==> config.mk <==
export PLATFORM = sky130hd
export DESIGN_NAME = apb_slave_mem_responder_flat
export DESIGN_NICKNAME = d
export VERILOG_FILES = /design/src/rtl/apb_slave_mem_responder_if.sv /design/src/rtl/apb_slave_mem_responder.sv /design/src/flat_wrapper.sv
export SDC_FILE = /design/constraint.sdc
export NUM_CORES = 1
export LEC_CHECK = 0
export BUFFER_PORTS_ARGS = -buffer_cell sky130_fd_sc_hd__buf_2
export CAP_MARGIN = 20
export CORE_ASPECT_RATIO = 1.4
export CORE_UTILIZATION = 45
export CTS_CLUSTER_SIZE = 25
export DETAILED_ROUTE_END_ITERATION = 6
export PLACE_DENSITY = 0.65
export SETUP_SLACK_MARGIN = 0.3
export SYNTH_ARGS = -nofsm -noshare
export SYNTH_HDL_FRONTEND = slang
export SYNTH_SLANG_ARGS = --single-unit
==> constraint.sdc <==
create_clock -name pclk -period 2.3 [get_ports pclk]
set_input_delay 0.115 -clock pclk [delete_from_list [all_inputs] [get_ports pclk]]
set_output_delay 0.115 -clock pclk [all_outputs]
set_load 0.02 [all_outputs]
==> src/rtl/apb_slave_mem_responder_if.sv <==
// apb_slave_mem_responder_if: APB bus bundle between a requester and the memory responder.
interface apb_slave_mem_responder_if #(
    parameter int ADDRESS_WIDTH = 32,
    parameter int DATA_WIDTH    = 32
);
    logic                     psel;
    logic                     penable;
    logic [ADDRESS_WIDTH-1:0] paddr;
    logic                     pwrite;
    logic [DATA_WIDTH/8-1:0]  pstrb;
    logic [DATA_WIDTH-1:0]    pwdata;
    logic [2:0]               pprot;
    logic                     pready;
    logic [DATA_WIDTH-1:0]    prdata;
    logic                     pslverr;
    modport master (
        output psel, penable, paddr, pwrite, pstrb, pwdata, pprot,
        input  pready, prdata, pslverr
    );
    modport slave (
        input  psel, penable, paddr, pwrite, pstrb, pwdata, pprot,
        output pready, prdata, pslverr
    );
endinterface

==> src/rtl/apb_slave_mem_responder.sv <==
// apb_slave_mem_responder: APB word memory with programmable wait states, address/secure decode and saturating error count.
module apb_slave_mem_responder #(
    parameter int                       ADDRESS_WIDTH = 32,
    parameter int                       DATA_WIDTH    = 32,
    parameter int                       DEPTH         = 16,
    parameter logic [ADDRESS_WIDTH-1:0] BASE_ADDR     = '0
) (
    input  logic                            pclk,
    input  logic                            preset_n,
    apb_slave_mem_responder_if.slave        bus,
    input  logic [2:0]                      wait_cfg,
    output logic [7:0]                      err_count
);
    localparam int BYTES = DATA_WIDTH / 8;
    localparam int OFF   = $clog2(BYTES);
    localparam int IDX_W = DEPTH > 1 ? $clog2(DEPTH) : 1;
    localparam logic [ADDRESS_WIDTH-1:0] ALIGN = ADDRESS_WIDTH'(BYTES - 1);
    localparam logic [ADDRESS_WIDTH:0]   LIMIT = {1'b0, BASE_ADDR} + (ADDRESS_WIDTH+1)'(DEPTH * BYTES);

    typedef enum logic {IDLE, ACCESS} state_t;

    state_t                 r_state;
    logic [2:0]             r_cnt;
    logic                   r_err;
    logic [IDX_W-1:0]       r_idx;
    logic [7:0]             r_err_cnt;
    logic [DATA_WIDTH-1:0]  r_mem [DEPTH];

    logic [ADDRESS_WIDTH-1:0] w_off;
    logic [IDX_W-1:0]         w_idx;
    logic                     w_err;
    logic                     w_done;

    assign w_off  = bus.paddr - BASE_ADDR;
    assign w_idx  = IDX_W'(w_off >> OFF);
    // Words 0..3 are secure-only for writes; reads stay open to everyone.
    assign w_err  = (bus.paddr < BASE_ADDR) || ({1'b0, bus.paddr} >= LIMIT) ||
                    ((bus.paddr & ALIGN) != '0) ||
                    (bus.pwrite && bus.pprot[1] && 32'(w_idx) < 32'd4);
    assign w_done = (r_state == ACCESS) && bus.psel && bus.penable && (r_cnt == '0);

    assign bus.pready  = w_done;
    assign bus.pslverr = w_done && r_err;
    assign bus.prdata  = (w_done && !r_err && !bus.pwrite) ? r_mem[r_idx] : '0;
    assign err_count   = r_err_cnt;

    always_ff @(posedge pclk or negedge preset_n) begin
        if (!preset_n) begin
            r_state   <= IDLE;
            r_cnt     <= '0;
            r_err     <= 1'b0;
            r_idx     <= '0;
            r_err_cnt <= '0;
            for (int i = 0; i < DEPTH; i++) r_mem[i] <= '0;
        end else if (r_state == IDLE) begin
            if (bus.psel && !bus.penable) begin
                r_state <= ACCESS;
                r_cnt   <= wait_cfg;
                r_err   <= w_err;
                r_idx   <= w_idx;
            end
        end else if (!bus.psel) begin
            r_state <= IDLE;
        end else if (bus.penable) begin
            if (r_cnt != '0) begin
                r_cnt <= r_cnt - 3'd1;
            end else begin
                r_state <= IDLE;
                if (r_err)
                    r_err_cnt <= r_err_cnt + 8'(r_err_cnt != 8'hFF);
                else if (bus.pwrite)
                    for (int b = 0; b < BYTES; b++)
                        if (bus.pstrb[b]) r_mem[r_idx][b*8 +: 8] <= bus.pwdata[b*8 +: 8];
            end
        end
    end
endmodule

==> src/flat_wrapper.sv <==
// flat-port wrapper written by rule: the top's interface ports become plain ports
module apb_slave_mem_responder_flat 
#(
    parameter int                       ADDRESS_WIDTH = 32,
    parameter int                       DATA_WIDTH    = 32,
    parameter int                       DEPTH         = 16,
    parameter logic [ADDRESS_WIDTH-1:0] BASE_ADDR     = '0
)
  (pclk, preset_n, wait_cfg, err_count, bus_psel, bus_penable, bus_paddr, bus_pwrite, bus_pstrb, bus_pwdata, bus_pprot, bus_pready, bus_prdata, bus_pslverr);
  apb_slave_mem_responder_if #(.ADDRESS_WIDTH(ADDRESS_WIDTH), .DATA_WIDTH(DATA_WIDTH)) bus_i ();
  input  logic pclk;
  input  logic preset_n;
  input  logic [2:0] wait_cfg;
  output logic [7:0] err_count;
  input wire logic [$bits(bus_i.psel)-1:0] bus_psel;
  input wire logic [$bits(bus_i.penable)-1:0] bus_penable;
  input wire logic [$bits(bus_i.paddr)-1:0] bus_paddr;
  input wire logic [$bits(bus_i.pwrite)-1:0] bus_pwrite;
  input wire logic [$bits(bus_i.pstrb)-1:0] bus_pstrb;
  input wire logic [$bits(bus_i.pwdata)-1:0] bus_pwdata;
  input wire logic [$bits(bus_i.pprot)-1:0] bus_pprot;
  output wire logic [$bits(bus_i.pready)-1:0] bus_pready;
  output wire logic [$bits(bus_i.prdata)-1:0] bus_prdata;
  output wire logic [$bits(bus_i.pslverr)-1:0] bus_pslverr;
  assign bus_i.psel = bus_psel;
  assign bus_i.penable = bus_penable;
  assign bus_i.paddr = bus_paddr;
  assign bus_i.pwrite = bus_pwrite;
  assign bus_i.pstrb = bus_pstrb;
  assign bus_i.pwdata = bus_pwdata;
  assign bus_i.pprot = bus_pprot;
  assign bus_pready = bus_i.pready;
  assign bus_prdata = bus_i.prdata;
  assign bus_pslverr = bus_i.pslverr;
  apb_slave_mem_responder #(.ADDRESS_WIDTH(ADDRESS_WIDTH), .DATA_WIDTH(DATA_WIDTH), .DEPTH(DEPTH), .BASE_ADDR(BASE_ADDR)) u_core (.pclk(pclk), .preset_n(preset_n), .bus(bus_i), .wait_cfg(wait_cfg), .err_count(err_count));
endmodule
==> After elaboration in Yosys (flattened, before gate mapping) <==
Cells that the tools add are included.
{ "word_totals": {"ff_bits": 529, "in_bits": 79, "out_inout_bits": 42, "wordCells": 108} }
{ "classes": {"n_addsub": 2, "order_cmp": 5, "n_eq_ne": 4, "n_mux": 48, "n_bitwise": 4, "reduce_logical": 24} }
{ "ops": {"columns": ["cell", "n"], "rows": [
  ["$mux 512", 22],
  ["$bwmux 512", 4],
  ["$demux 32 s4", 4],
  ["$bmux 32 s4", 1],
  ["$mux 32", 4],
  ["$ge 32x7->1 const B", 1],
  ["$lt 32x1->1 const B", 1],
  ["$reduce_bool 32->1", 1],
  ["$mux 24", 1],
  ["$mux 16", 1],
  ["$mux 3", 5],
  ["$logic_and 1x1->1", 10],
  ["$add 8x1->8", 1],
  ["$mux 8", 1],
  ["$ne 8x8->1 const B", 1],
  ["$ne 2x2->1 const B", 3],
  ["$reduce_and 6->1", 1],
  ["$ge 5x5->1 const B", 1],
  ["$lt 5x1->1 const B", 1],
  ["$mux 1", 5],
  ["$not 4->5", 1],
  ["$reduce_and 5->1", 1],
  ["$lt 4x3->1 const B", 1],
  ["$reduce_and 4->1", 1],
  ["8 further kinds", 14]
]} }

==> Depth between registers and ports, before layout <==
{ "logic_depth": {"ltp_word": 31, "mapped_depth": 8, "ltp_nobuf": 7} }

==> Worst setup path before layout <==
No wires, ideal clock.
{ "synth_timing": {"path_kind": "reg2reg", "start": "register u_core.r_cnt[0]", "end": "register u_core.r_mem[145] (netlist bit)", "setup_ns": 0.125, "arrival_time_ns": 2.203, "required_ns": 2.175, "setup_slack_ns": -0.028, "path_stages_with_launch": 9, "n_path_buf": 2, "synth_period_minus_slack_ns": 2.328, "path_cell_list": "dfrtp_1 inv_1 ha_1 nand4b_4 or4_1 clkbuf_1 buf_6 nor2_8 mux2_2"} }
{ "synth_via": {"elab_chain_cells": 3} }
{ "synth_rtl": {"columns": ["item", "line_no", "rtl"], "rows": [
  ["from (decl)", "apb_slave_mem_responder.sv:23", "logic [2:0] r_cnt;"],
  ["from (signal assigned)", "apb_slave_mem_responder.sv:58", "r_cnt <= wait_cfg;"],
  ["from (signal assigned)", "apb_slave_mem_responder.sv:66", "r_cnt <= r_cnt - 3'd1;"],
  ["$reduce_bool 3->1", "apb_slave_mem_responder.sv:65", "if (r_cnt != '0) begin"],
  ["$not 1->1 (no source line)", null, null],
  ["$reduce_and 6->1 (no source line)", null, null],
  ["to (signal, indexed assignment)", "apb_slave_mem_responder.sv:73", "if (bus.pstrb[b]) r_mem[r_idx][b*8 +: 8] <= bus.pwdata[b*8 +: 8];"],
  ["to (decl)", "apb_slave_mem_responder.sv:27", "logic [DATA_WIDTH-1:0] r_mem [DEPTH];"]
]} }
No other way between the ends.
A chain may end at the register's enable or synchronous reset.

==> Worst setup path after layout <==
{ "layout_timing": {"start": "register u_core.r_idx[0]", "end": "output bus_prdata[5]"} }
{ "layout_via": {"elab_chain_cells": 5} }
{ "layout_rtl": {"columns": ["item", "line_no", "rtl"], "rows": [
  ["from (decl)", "apb_slave_mem_responder.sv:25", "logic [IDX_W-1:0] r_idx;"],
  ["from (signal assigned)", "apb_slave_mem_responder.sv:60", "r_idx <= w_idx;"],
  ["$not 4->5 (not written as such)", "apb_slave_mem_responder.sv:44", "assign bus.prdata = (w_done && !r_err && !bus.pwrite) ? r_mem[r_idx] : '0;"],
  ["$bmux 32 s4", "apb_slave_mem_responder.sv:44", null],
  ["$mux 32 (not written as such) (2 in a row)", "apb_slave_mem_responder.sv:44", null],
  ["$mux 32", "apb_slave_mem_responder.sv:44", null],
  ["to (decl)", "flat_wrapper.sv:23", "output wire logic [$bits(bus_i.prdata)-1:0] bus_prdata;"]
]} }
No other way between the ends. The select of a mux whose other input is x is not followed.

==> impl_metrics.json <==
{
  "status": "finished with violations",
  "failed_checks": "setup timing",
  "synth_area_um2": 24300,
  "yosysSeqAreaShare_pct": 54.5,
  "p_leak_nw": 16.1,
  "place.gp.congestion": 0.805,
  "switching_share_pct": 24.1,
  "dpl_cell_area_um2": 27400,
  "ir_drop_uv": 501,
  "die_x_um": 198,
  "netlist.area_leader.share_pct": 54.5,
  "slew_headroom_pct": 63.3,
  "setup_viol": 292,
  "worstSetupStartpointType": "flop",
  "fin_crit_sh_pct": 119,
  "finalPower_mw": 21.3,
  "ios": 121,
  "holdPathStages": 2,
  "setup_ws_ns": -0.439,
  "r2r_slack_ns": -0.38,
  "avgSynthCellArea_um2": 15.8,
  "rsz0062_at_grt": "yes",
  "num_vias": 15300,
  "initial_core_util_pct": 45.6,
  "post-dp-hpwl_um": 40800,
  "drive_gt1_share_pct": 63.5,
  "hp-class": "in -> reg",
  "clkSinkCount": 529,
  "cts_tree": "built",
  "ys_types": 50,
  "final_nets": 1974,
  "core_area_um2": 53200,
  "critPathMaxStageDelay_ns": 0.52,
  "clk_path_buf_depth": 3,
  "numPortBuffers": 118,
  "power.internal_mw": 16.2,
  "clock-root-buffer": "clkbuf_16",
  "tightest_slew_ns": 0.550,
  "required_ns": 2.18,
  "slew_violations": 0,
  "maxCapViolCount": 0,
  "globalRouteMet2Util_pct": 42.6,
  "grt_pass1_vias": 16800,
  "period_minus_slack_ns": 2.74,
  "fillCellCount": 3732,
  "timing.rr.start": "u_core.r_cnt[0]",
  "design_area_um2": 33200,
  "crit_fanout": 6,
  "power_density_nw_per_um2": 642,
  "cts_max_level": 2,
  "met3_usage_pct": 3.47,
  "cts_buffers": 54,
  "grt_start_max_net_pins": 76,
  "grt_busiest_layer": "met2",
  "grt_pass1_wl_um": 103000,
  "synth-edff-count": 0,
  "crit_top_cell": "buf_12",
  "holdPathEnd": "u_core.r_mem[311]",
  "multi_input_area_um2": 12600,
  "fp.dieH_um": 277,
  "arrival_ns": 2.62,
  "dpl_worst_slack_ns": -0.0710,
  "firstDrtPassIters": 5,
  "cp-end-kind": "output port",
  "holdCritStartpoint": "bus_pwdata[23]",
  "hold_viol": 0,
  "crit_family": "multiplexers",
  "num_rows": 100,
  "crit_type": "reg -> out",
  "cp_cell_sequence": "buf_12, buf_12, buf_16, mux4_2, mux2i_1, o211ai_1, buf_4",
  "switchingPower_mw": 5.14,
  "remaining_drc_errors": 0,
  "grt-ovfl-total": 0,
  "netlist_instances": 1532,
  "crit_start": "u_core.r_idx[0]",
  "yosysTopAreaCell": "dfrtp_1",
  "r2r-end": "u_core.r_mem[130]",
  "yosysWarnings": 0,
  "synth.ff_latch_count": 529,
  "whs_ns": 0.0190,
  "comb_power_share_pct": 12.9,
  "ff2ff_path_depth": 12,
  "p_clk_share_pct": 43.0,
  "register_area_um2": 13200,
  "routedWlPerCell_um": 25.8,
  "drtIter0Drc": 757,
  "crit_slowest_cell": "mux4_2",
  "synth_common_cells": "dfrtp_1, mux2_2, mux4_2, clkbuf_1, a22oi_1",
  "ant_nets": 0,
  "grt_usage_pct": 25.0,
  "design.die.area_um2": 54900,
  "seqPwrFrac_pct": 44.1,
  "synth_area_leaders": "dfrtp_1, mux2_2, mux4_2, a22oi_1, clkbuf_1",
  "area_growth_pct": 36.9,
  "routed_wl_um": 68400,
  "vias_per_cell": 5.76,
  "crit_buf_inv": 4,
  "synthArstFlopShare_pct": 100,
  "path_clk_slew_ns": 0.06,
  "insertion_delay_ns": 0.61,
  "synth_most_common_cell": "dfrtp_1",
  "synthFlopType": "dfrtp_1",
  "timing.fmax_ghz": 0.365,
  "antenna_found_initial": 4,
  "grtUsageMet1_pct": 32.4,
  "skew_ns": 0.0254,
  "syn-num-nets": 1615
}
## through the flow
| stage | std cells | TNS, ns | util (%) |
|---|---|---|---|
| after floorplan | 1532 | 0 | - |
| after global placement | 2426 | -4.49 | 51.6 |
| after detailed placement | 2426 | -3.49 | 51.6 |
| after CTS | 2625 | -12.03 | 60.2 |
| after global routing | 2650 | -69.39 | 62.5 |
| final | 2651 | -53.66 | 62.5 |
## what timing repair did
item | 4_1_cts | 5_1_grt
endpoints found under the hold margin | 716 | 0
resized for setup | 395 | 242
hold buffers | 41 | 0
cloned | 11 | 2
setup endpoints to repair | 528 | 546
pin swaps | 57 | 45
setup buffers | 47 | 22
## worst max-delay path by stage
stage | endpoint | slack, ns | cells past startpoint
2_1_floorplan | u_core.r_mem[145] | 0.14 | 8
3_3_place_gp | u_core.r_mem[177] | -0.08 | 7
3_5_place_dp | u_core.r_mem[179] | -0.07 | 7
4_1_cts | bus_prdata[20] | -0.44 | 6
5_1_grt | bus_prdata[14] | -0.49 | 8
6_report | bus_prdata[5] | -0.44 | 7
## per-layer routing
layer	vias up	part of all wire [%]
met5	-	0.038
met4	4	3.1
met3	119	3.7
met2	314	52
met1	8325	41
li1	6516	-
## kinds of logic (layout without fill, tap and decap cells)
kind of cell	count (synthesis)	after routing	share of synthesized area [%]
AND/OR/NAND/NOR	165	165	4.75
XOR/XNOR	6	6	0.216
buffers and inverters	104	507	1.83
other	0	2	0
adder cells (fa/ha/maj)	4	4	0.206
AO/OA/AOI/OAI	71	71	2.23
flip-flops	529	529	54.5
multiplexers	653	653	36.2
## placed cells by master (no fill, tap or decap), types with 7 or more instances in the layout
cell,n
dfrtp_1,526
mux2_4,351
mux2_2,165
mux4_2,129
buf_6,94
buf_2,86
buf_4,79
buf_12,72
clkbuf_16,59
dlygate4sd3_1,41
a22oi_2,33
nand2_1,26
nor2_4,26
buf_8,17
clkbuf_8,15
nand4_1,13
nand2b_4,12
clkbuf_1,12
buf_16,12
nor2_8,10
a22oi_1,9
a22o_1,8
nand4b_1,8
nor3_4,7
nor2_1,7
a221o_1,7
## area by class of cell
cell class,instances,area share [%]
diodes,2,0.0151
clock buffers,84,5.05
clock inverters,16,0.595
inverters,4,0.0452
multi-input cells,899,38.0
flip-flops and latches,529,39.9
well taps,714,2.69
repair buffers,403,13.8
## power groups by stage
stage,logic [mW],clock network (mW),registers [mW]
6_report,2.74,9.17,9.41
5_1_grt,2.91,9.70,9.40
4_1_cts,2.55,9.32,9.40
3_5_place_dp,1.88,0,9.63
3_3_place_gp,1.87,0,9.63
2_1_floorplan,1.04,0,9.56
## flip-flops by register name (all words and copies together) (netlist names)
register          cells
u_core.err_count      8
u_core.r_cnt          3
u_core.r_err          1
u_core.r_idx          4
u_core.r_mem        512
u_core.r_state        1
Note: power is estimated with default switching activity, not from simulation.
